[config.mk]
export PLATFORM = sky130hd
export DESIGN_NAME = collision_scanner
export DESIGN_NICKNAME = d
export VERILOG_FILES = /design/src/rtl/collision_scanner.sv
export SDC_FILE = /design/constraint.sdc
export NUM_CORES = 1
export LEC_CHECK = 0
export ABC_AREA = 1
export BUFFER_PORTS_ARGS = -buffer_cell sky130_fd_sc_hd__buf_2
export CAP_MARGIN = 0
export CORE_UTILIZATION = 61
export CTS_CLUSTER_SIZE = 40
export DETAILED_ROUTE_END_ITERATION = 10
export PLACE_DENSITY = 0.85
export SLEW_MARGIN = 20
export SYNTH_ARGS = -nofsm -noshare
export SYNTH_HDL_FRONTEND = slang
export SYNTH_SLANG_ARGS = --single-unit
export TNS_END_PERCENT = 5
[constraint.sdc]
create_clock -name clk -period 6.1 [get_ports clk]
set_input_delay 1.22 -clock clk [delete_from_list [all_inputs] [get_ports clk]]
set_output_delay 1.22 -clock clk [all_outputs]
set_load 0.02 [all_outputs]
[src/rtl/collision_scanner.sv]
// collision_scanner
//   Sequential piece/field conflict check. Walks the BLK x BLK piece mask one
//   mask row at a time, fetching the matching field row through a synchronous
//   row-read port and comparing it against the mask row. Reports whether any
//   occupied mask cell collides with an occupied field cell or lies outside
//   the walls/floor. It also reports whether any such cell was out of bounds,
//   and the mask coordinates of the first collision.
//
// Ports
//   clk, resetn        clock (rising edge), asynchronous active-low reset
//   start / busy       query request (taken only when idle) / query in flight
//   blk, blk_x, blk_y  piece mask and signed placement, sampled on acceptance
//   row_rd, row_addr   field row read request
//   row_data           field row contents, valid the cycle after row_rd
//   done               one-cycle pulse; the result outputs are valid
//   conflict, oob      collision found / some colliding cell is out of bounds
//   hit_row, hit_col   mask row/column of the first collision (0 if none)
module collision_scanner #(
   parameter int unsigned FIELD_W    = 10,
   parameter int unsigned FIELD_H    = 20,
   parameter int unsigned BLK        = 4,
   parameter int unsigned XW         = 6,
   parameter int unsigned YW         = 6,
   parameter int unsigned EARLY_EXIT = 0
) (
   input  logic                 clk,
   input  logic                 resetn,
   input  logic                 start,
   output logic                 busy,
   input  logic [BLK*BLK-1:0]   blk,
   input  logic [XW-1:0]        blk_x,
   input  logic [YW-1:0]        blk_y,
   output logic                 row_rd,
   output logic [YW-1:0]        row_addr,
   input  logic [FIELD_W-1:0]   row_data,
   output logic                 done,
   output logic                 conflict,
   output logic                 oob,
   output logic [YW-1:0]        hit_row,
   output logic [YW-1:0]        hit_col
);

   localparam int unsigned RW = (BLK > 1) ? $clog2(BLK) : 1;
   localparam int unsigned XE = XW + 1;
   localparam int unsigned YE = YW + 1;
   localparam logic [XE-1:0] FieldWV = XE'(FIELD_W);
   localparam logic [YE-1:0] FieldHV = YE'(FIELD_H);

   typedef enum logic [1:0] {StIdle, StFetch, StCmp, StDone} stateT;

   stateT stateQ, stateD;

   logic [BLK*BLK-1:0] blkQ;
   logic [XW-1:0]      blkXQ;
   logic [YW-1:0]      blkYQ;
   logic [RW-1:0]      rowQ;

   // Running results for the query in flight.
   logic               accConflictQ, accConflictD;
   logic               accOobQ, accOobD;
   logic [YW-1:0]      accHitRowQ, accHitRowD;
   logic [YW-1:0]      accHitColQ, accHitColD;

   logic               accept;
   logic               lastRow;
   logic               finish;

   logic signed [YE-1:0] fy;
   logic               fyAbove;
   logic               fyBelow;
   logic               rowInField;

   logic [BLK-1:0]     rowMask;
   logic signed [XE-1:0] fx;
   logic               cellHit;
   logic               cellOob;
   logic               rowHit;
   logic               rowOob;
   logic [YW-1:0]      rowHitCol;

   // ---------------------------------------------------------------------
   // Row geometry: fy is the field row under the current mask row.
   // ---------------------------------------------------------------------
   always_comb begin
      fy         = $signed({blkYQ[YW-1], blkYQ}) + $signed(YE'(rowQ));
      fyAbove    = fy[YE-1];
      fyBelow    = !fy[YE-1] && ($unsigned(fy) >= FieldHV);
      rowInField = !fyAbove && !fyBelow;
      rowMask    = blkQ[int'(rowQ)*BLK +: BLK];
   end

   // ---------------------------------------------------------------------
   // Compare one mask row against row_data. Columns are walked upward so
   // the first hit recorded is the lowest column.
   // ---------------------------------------------------------------------
   always_comb begin
      fx        = '0;
      cellHit   = 1'b0;
      cellOob   = 1'b0;
      rowHit    = 1'b0;
      rowOob    = 1'b0;
      rowHitCol = '0;
      for (int c = 0; c < BLK; c++) begin
         fx      = $signed({blkXQ[XW-1], blkXQ}) + $signed(XE'(c));
         cellHit = 1'b0;
         cellOob = 1'b0;
         if (rowMask[c]) begin
            if (fx[XE-1] || ($unsigned(fx) >= FieldWV) || fyBelow) begin
               cellHit = 1'b1;
               cellOob = 1'b1;
            end else if (!fyAbove) begin
               // Spawn-zone rows (fy < 0) never collide; otherwise look up fx.
               for (int f = 0; f < FIELD_W; f++) begin
                  if ($unsigned(fx) == XE'(f)) begin
                     cellHit = row_data[f];
                  end
               end
            end
         end
         if (cellOob) begin
            rowOob = 1'b1;
         end
         if (cellHit && !rowHit) begin
            rowHitCol = YW'(c);
         end
         if (cellHit) begin
            rowHit = 1'b1;
         end
      end
   end

   // Only the first colliding row (lowest r) sets the hit coordinates.
   always_comb begin
      accConflictD = accConflictQ | rowHit;
      accOobD      = accOobQ | rowOob;
      accHitRowD   = accHitRowQ;
      accHitColD   = accHitColQ;
      if (rowHit && !accConflictQ) begin
         accHitRowD = YW'(rowQ);
         accHitColD = rowHitCol;
      end
   end

   // ---------------------------------------------------------------------
   // FSM: state register
   // ---------------------------------------------------------------------
   always_ff @(posedge clk or negedge resetn) begin
      if (!resetn) begin
         stateQ <= StIdle;
      end else begin
         stateQ <= stateD;
      end
   end

   // ---------------------------------------------------------------------
   // FSM: next state
   // ---------------------------------------------------------------------
   assign lastRow = (rowQ == RW'(BLK - 1));

   always_comb begin
      stateD = stateQ;
      unique case (stateQ)
         StIdle:  if (start) stateD = StFetch;
         StFetch: stateD = StCmp;
         StCmp: begin
            if (lastRow || ((EARLY_EXIT != 0) && rowHit)) begin
               stateD = StDone;
            end else begin
               stateD = StFetch;
            end
         end
         StDone:  stateD = StIdle;
         default: stateD = StIdle;
      endcase
   end

   // ---------------------------------------------------------------------
   // FSM: outputs
   // ---------------------------------------------------------------------
   always_comb begin
      busy     = (stateQ != StIdle);
      done     = (stateQ == StDone);
      row_rd   = (stateQ == StFetch) && rowInField;
      row_addr = row_rd ? fy[YW-1:0] : '0;
   end

   assign accept = (stateQ == StIdle) && start;
   assign finish = (stateQ == StCmp) && (stateD == StDone);

   // ---------------------------------------------------------------------
   // Query operands, row counter, accumulators and visible results
   // ---------------------------------------------------------------------
   always_ff @(posedge clk or negedge resetn) begin
      if (!resetn) begin
         blkQ         <= '0;
         blkXQ        <= '0;
         blkYQ        <= '0;
         rowQ         <= '0;
         accConflictQ <= 1'b0;
         accOobQ      <= 1'b0;
         accHitRowQ   <= '0;
         accHitColQ   <= '0;
         conflict     <= 1'b0;
         oob          <= 1'b0;
         hit_row      <= '0;
         hit_col      <= '0;
      end else if (accept) begin
         blkQ         <= blk;
         blkXQ        <= blk_x;
         blkYQ        <= blk_y;
         rowQ         <= '0;
         accConflictQ <= 1'b0;
         accOobQ      <= 1'b0;
         accHitRowQ   <= '0;
         accHitColQ   <= '0;
         conflict     <= 1'b0;
         oob          <= 1'b0;
         hit_row      <= '0;
         hit_col      <= '0;
      end else if (stateQ == StCmp) begin
         accConflictQ <= accConflictD;
         accOobQ      <= accOobD;
         accHitRowQ   <= accHitRowD;
         accHitColQ   <= accHitColD;
         if (finish) begin
            // Results become visible together with done.
            conflict <= accConflictD;
            oob      <= accOobD;
            hit_row  <= accHitRowD;
            hit_col  <= accHitColD;
         end else begin
            rowQ <= rowQ + 1'b1;
         end
      end
   end

endmodule

; ---- Yosys cells after proc, flatten, opt, wreduce, memory -nomap -nowiden
; Index checks and enable logic that the tools add are counted.
[totals]
reg_bits = 60
out_inout_bits = 23
[op_classes]
addsub = 5
order_cmp = 5
n_eq_ne = 42
shifts = 1
mux = 100
n_bitwise = 2
n_reduce_logical = 33
[op_table]
columns = operator, count
row1 = $eq 7x3->1 const B, 16
row2 = $mux 6, 15
row3 = $mux 1, 79
row4 = $eq 7x2->1 const B, 8
row5 = $eq 7x4->1 const B, 8
row6 = $eq 7x1->1 const B, 4
row7 = $ge 7x4->1 const B, 4
row8 = $logic_not 7->1, 4
row9 = $shiftx 16x5->4, 1
row10 = $add 6x3->7 const B, 2
row11 = $mux 2, 5
row12 = $logic_and 1x1->1, 9
row13 = $eq 2x2->1 const B, 4
row14 = $logic_or 1x1->1, 8
row15 = $pmux 2 s4, 1
row16 = $add 6x2->7 const B, 1
row17 = $add 6x3->7, 1
row18 = $ge 7x5->1 const B, 1
row19 = $logic_not 1->1, 6
row20 = $reduce_bool 2->1, 3
row21 = $reduce_and 2->1, 2
row22 = $add 2x1->2 const B, 1
row23 = $eq 2x1->1 const B, 1
row24 = $logic_not 2->1, 1
row25 = other kinds (2), 3

; ---- Depth between registers and ports, before layout
[depth]
word_depth = 24
depth_mapped = 22
depth_no_buf = 21

; ---- Worst setup path after synthesis
; OpenSTA, ideal clock, no wires.
[synth_path]
path_type = flip-flop to output port
from = reg rowQ[0]
to = out row_addr[0]
t_arrival_ns = 2.200
required_time_ns = 4.880
path_slack_ns = 2.680
path_stages_with_launch = 13
path_buffers = 0
cell_sequence = dfrtp_1 ha_1 inv_1 fa_1 inv_1 nand4_1 nand2_1 inv_1 nand2_1 nand2_1 nor2_1 inv_1 nor2_1
[synth_via]
elab_chain_cells = 7
elab_cells_between_ends = 8
classes_between = 1 x add/sub / 1 x order compare / 1 x mux / 5 x reduce/logical
[synth_lines]
columns = element, line
row1 = from (decl), 56  ; logic [RW-1:0] rowQ;
row2 = from (signal assigned), 232  ; rowQ <= rowQ + 1'b1;
row3 = $add 6x3->7 (*), 85  ; fy = $signed({blkYQ[YW-1], blkYQ}) + $signed(YE'(rowQ));
row4 = $ge 7x5->1 / $logic_not 1->1 (equally long branches), --
row5 = $logic_and 1x1->1, 87  ; fyBelow = !fy[YE-1] && ($unsigned(fy) >= FieldHV);
row6 = $logic_not 1->1, 88  ; rowInField = !fyAbove && !fyBelow;
row7 = $logic_and 1x1->1 (*), 88
row8 = $logic_and 1x1->1 (*), 183  ; row_rd = (stateQ == StFetch) && rowInField;
row9 = named net row_rd, 33  ; output logic row_rd,
row10 = $mux 6 (*), 184  ; row_addr = row_rd ? fy[YW-1:0] : '0;
row11 = to (decl), 34  ; output logic [YW-1:0] row_addr,
; Mark *: on every way through the listed nets, which the timed path passes. The rest lies on a longest branch.

; ---- Worst setup path after layout
[layout_path]
from = reg rowQ[0]
to = out row_addr[1]
[layout_via]
elab_chain_cells = 7
elab_cells_between_ends = 8
classes_between = 1 x add/sub / 1 x order compare / 1 x mux / 5 x reduce/logical
[layout_lines]
columns = element, line
row1 = $add 6x3->7 (*), 85
row2 = $ge 7x5->1 / $logic_not 1->1 (equally long branches), --
row3 = $logic_and 1x1->1, 87
row4 = $logic_not 1->1, 88
row5 = $logic_and 1x1->1, 88
row6 = $logic_and 1x1->1, 183
row7 = $mux 6 (*), 184
; Every way passes the cells marked *; elsewhere a longest branch is shown, timed or not.

==> qor.yml <==
timing:
  finalHoldViolations: 0
  slew_headroom_pct: 47.5
  finalCriticalPeriod_ns: 3.93
  fmax_mhz: 254
  setup_viol: 0
  period_share_pct: 64.5
  maxSlewViolCount: 0
  clock_skew_ns: 0.0157
  worst_pin_slew_ns: 0.786
  finalSetupTns_ns: 0
  rsz0062_at_grt: "no"
power_and_ir_drop:
  p_leak_nw: 2.46
  power_mw: 2.43
  power.density_mw_per_mm2: 558
  ir_drop_mv: 0.353
global_route:
  grt_max_degree: 61
  grt-ovfl-total: 0
  grt.busiest_layer: "met2"
  grtUsageMet2_pct: 51.9
  met1_usage_pct: 37.8
  grt_pass1_vias: 3449
  grt_pass1_wl_um: 15200
  grt_util_met3_pct: 7.53
  gr-usage-all-layers_pct: 30.7
  antenna_found_initial: 0
final_layout:
  fin_area_mm2: 0.00435
  multi_input_area_mm2: 0.00199
  post-route-util_pct: 72.5
  diodes: 0
  syn2layout_area_growth_pct: 13.5
  final_common_cell: "nand2_1"
  fillers: 506
  seqCellArea_mm2: 0.00150
  finalNetCount: 677
  final_cell_mix: "236 x nand2_1, 62 x buf_2, 60 x dfrtp_1"
  drive_above_1_share_pct: 15.0
cts:
  cts_tree: "built"
  path_clk_slew_ns: 0.07
  post-cts-setup-buffers: 0
  cts_resized: 0
  htreeDepth: 3
  cts.sinks: 60
  numCtsBuffers: 9
  cts_hold_buf: 0
  insertion_delay_ns: 0.36
  cts_root_buf: "clkbuf_8"
  cts_buffer_depth: 2
logic_synthesis:
  synthDistinctLibCells: 30
  synth-compound-area-share_pct: 8.72
  syn_area_mm2: 0.00383
  synth_xor_area_share_pct: 1.14
  synth_top_family_by_area: "simple AND/OR/NAND/NOR gates"
  ys.warnings.count: 0
  synth_cells: 567
  synthSimpleGateAreaFrac_pct: 37.0
  ys_ff_latch: 60
  synth_fp_nets: 622
  synth-seq-area-share_pct: 39.2
  synth_fa_ha_area_share_pct: 4.77
  synth_area_per_cell_um2: 6.75
  synth.area.mux_share_pct: 0
route:
  drt_first_pass_iters: 4
  wire_per_inst_um: 13.3
  first_iter_violations: 273
  vias_per_cell: 5.45
  wirelength_um: 9310
  via_count: 3824
  drt.antenna.violating_nets: 0
  drc: 0
die:
  placementRows: 28
  fp.coreArea_mm2: 0.00599
  initial_core_util_pct: 63.9
  die-area_mm2: 0.00660
  die_y_um: 81.2
  io_pins: 64
  die_w_um: 81.2
place:
  dp_hpwl_um: 6590
  gp_congestion: 0.959
  dpl-instance-area_mm2: 0.00415
  io_buffer_count: 62
job:
  max-cap-violations: 0
setup_path:
  r2r-start: "rowQ[0]"
  cp-start-kind: "flop"
  cp.arrival_ns: 2.71
  ff2ff_path_depth: 19
  crit_path_max_fanout: 13
  critPathKind: "reg -> out"
  critPathRequiredTime_ns: 4.88
  crit_path_end_kind: "output port"
  reg2reg_to: "hit_col[0]"
  r2r_setup_slack_ns: 2.92
min_path:
  hp-class: "reg -> reg"
  min_delay_path_depth: 2
  min_to: "accHitRowQ[0]"
  min_from: "accHitRowQ[0]"
outcome:
  status: "finished, final reports clean"
registers in the layout, indices dropped and copies added, names as in the netlist:
name	cells
accConflictQ	1
accHitColQ	6
accHitRowQ	6
accOobQ	1
blkQ	16
blkXQ	6
blkYQ	6
conflict	1
hit_col	6
hit_row	6
oob	1
rowQ	2
stateQ	2
cells by family after synthesis:
group                      count (synthesis)
xor gates and xnor gates                   5
buffers and inverters                     84
other                                      1
and+or+nand+nor                          342
AOI/OAI and AO/OA                         61
DFF                                       60
adders and majority gates                 14
through the flow:
step	setup WS, ns	hold WS, ns	cells
final	2.17	0.480	702
after global routing	1.95	0.501	702
after CTS	2.19	0.484	702
after detailed placement	2.58	0.466	686
after global placement	2.67	0.454	686
after floorplan	2.68	0.437	567
critical path, cell delays in order, from the launching register on:
cell	delay [ns]
dfrtp_1	0.58
ha_1	0.30
inv_1	0.08
fa_1	0.40
inv_1	0.09
nand4_1	0.10
nand2_1	0.11
inv_1	0.04
nand2_1	0.06
nand2_1	0.08
nor2_1	0.12
inv_1	0.11
nor2_1	0.12
buf_2	0.17
cell type report:
class / count / area share (%)
multi-input combinational: 423 / 45.7
sequential: 60 / 34.6
timing repair buffer: 64 / 7.49
inverter: 64 / 5.53
clock buffer: 9 / 2.85
tap: 75 / 2.16
clock inverter: 7 / 1.73
worst max path at each step:
stage | end | cells after the start | slack [ns] | from
after detailed placement | row_addr[1] | 13 | 2.58 | rowQ[0]
final | row_addr[1] | 13 | 2.17 | rowQ[0]
after global routing | row_addr[1] | 13 | 1.95 | rowQ[0]
after global placement | row_addr[2] | 13 | 2.67 | rowQ[0]
after CTS | row_addr[1] | 13 | 2.19 | rowQ[0]
after floorplan | row_addr[0] | 12 | 2.68 | rowQ[0]
report_power, final:
group	switching (mW)	leakage, nW	total [mW]	internal, mW
registers	0.146	0.772	0.681	0.536
clock network	0.175	0.104	0.366	0.191
logic	0.939	1.59	1.38	0.440
cell usage after synthesis (all sizes together):
cell | count | area [um2]
xor2 | 4 | 35.0
nand4 | 9 | 56.3
xnor2 | 1 | 8.76
o211ai | 2 | 15.0
clkinv | 3 | 11.3
o22ai | 1 | 6.26
buf | 11 | 71.3
nor2 | 34 | 149
clkbuf | 9 | 33.8
nand2 | 240 | 911
nand3 | 58 | 295
fa | 1 | 20.0
dfrtp | 60 | 1500
inv | 61 | 229
o21ai | 42 | 225
ha | 13 | 163
o21a | 3 | 22.5
conb | 1 | 3.75
a21oi | 13 | 65.1
nand3b | 1 | 7.51
layer usage:
layer,part of all wire [%],vias up
li1,-,1887
met1,44,1776
met2,49,138
met3,5.4,23
met4,2.1,0
met5,0,-
(Power assumes the default switching activity.)
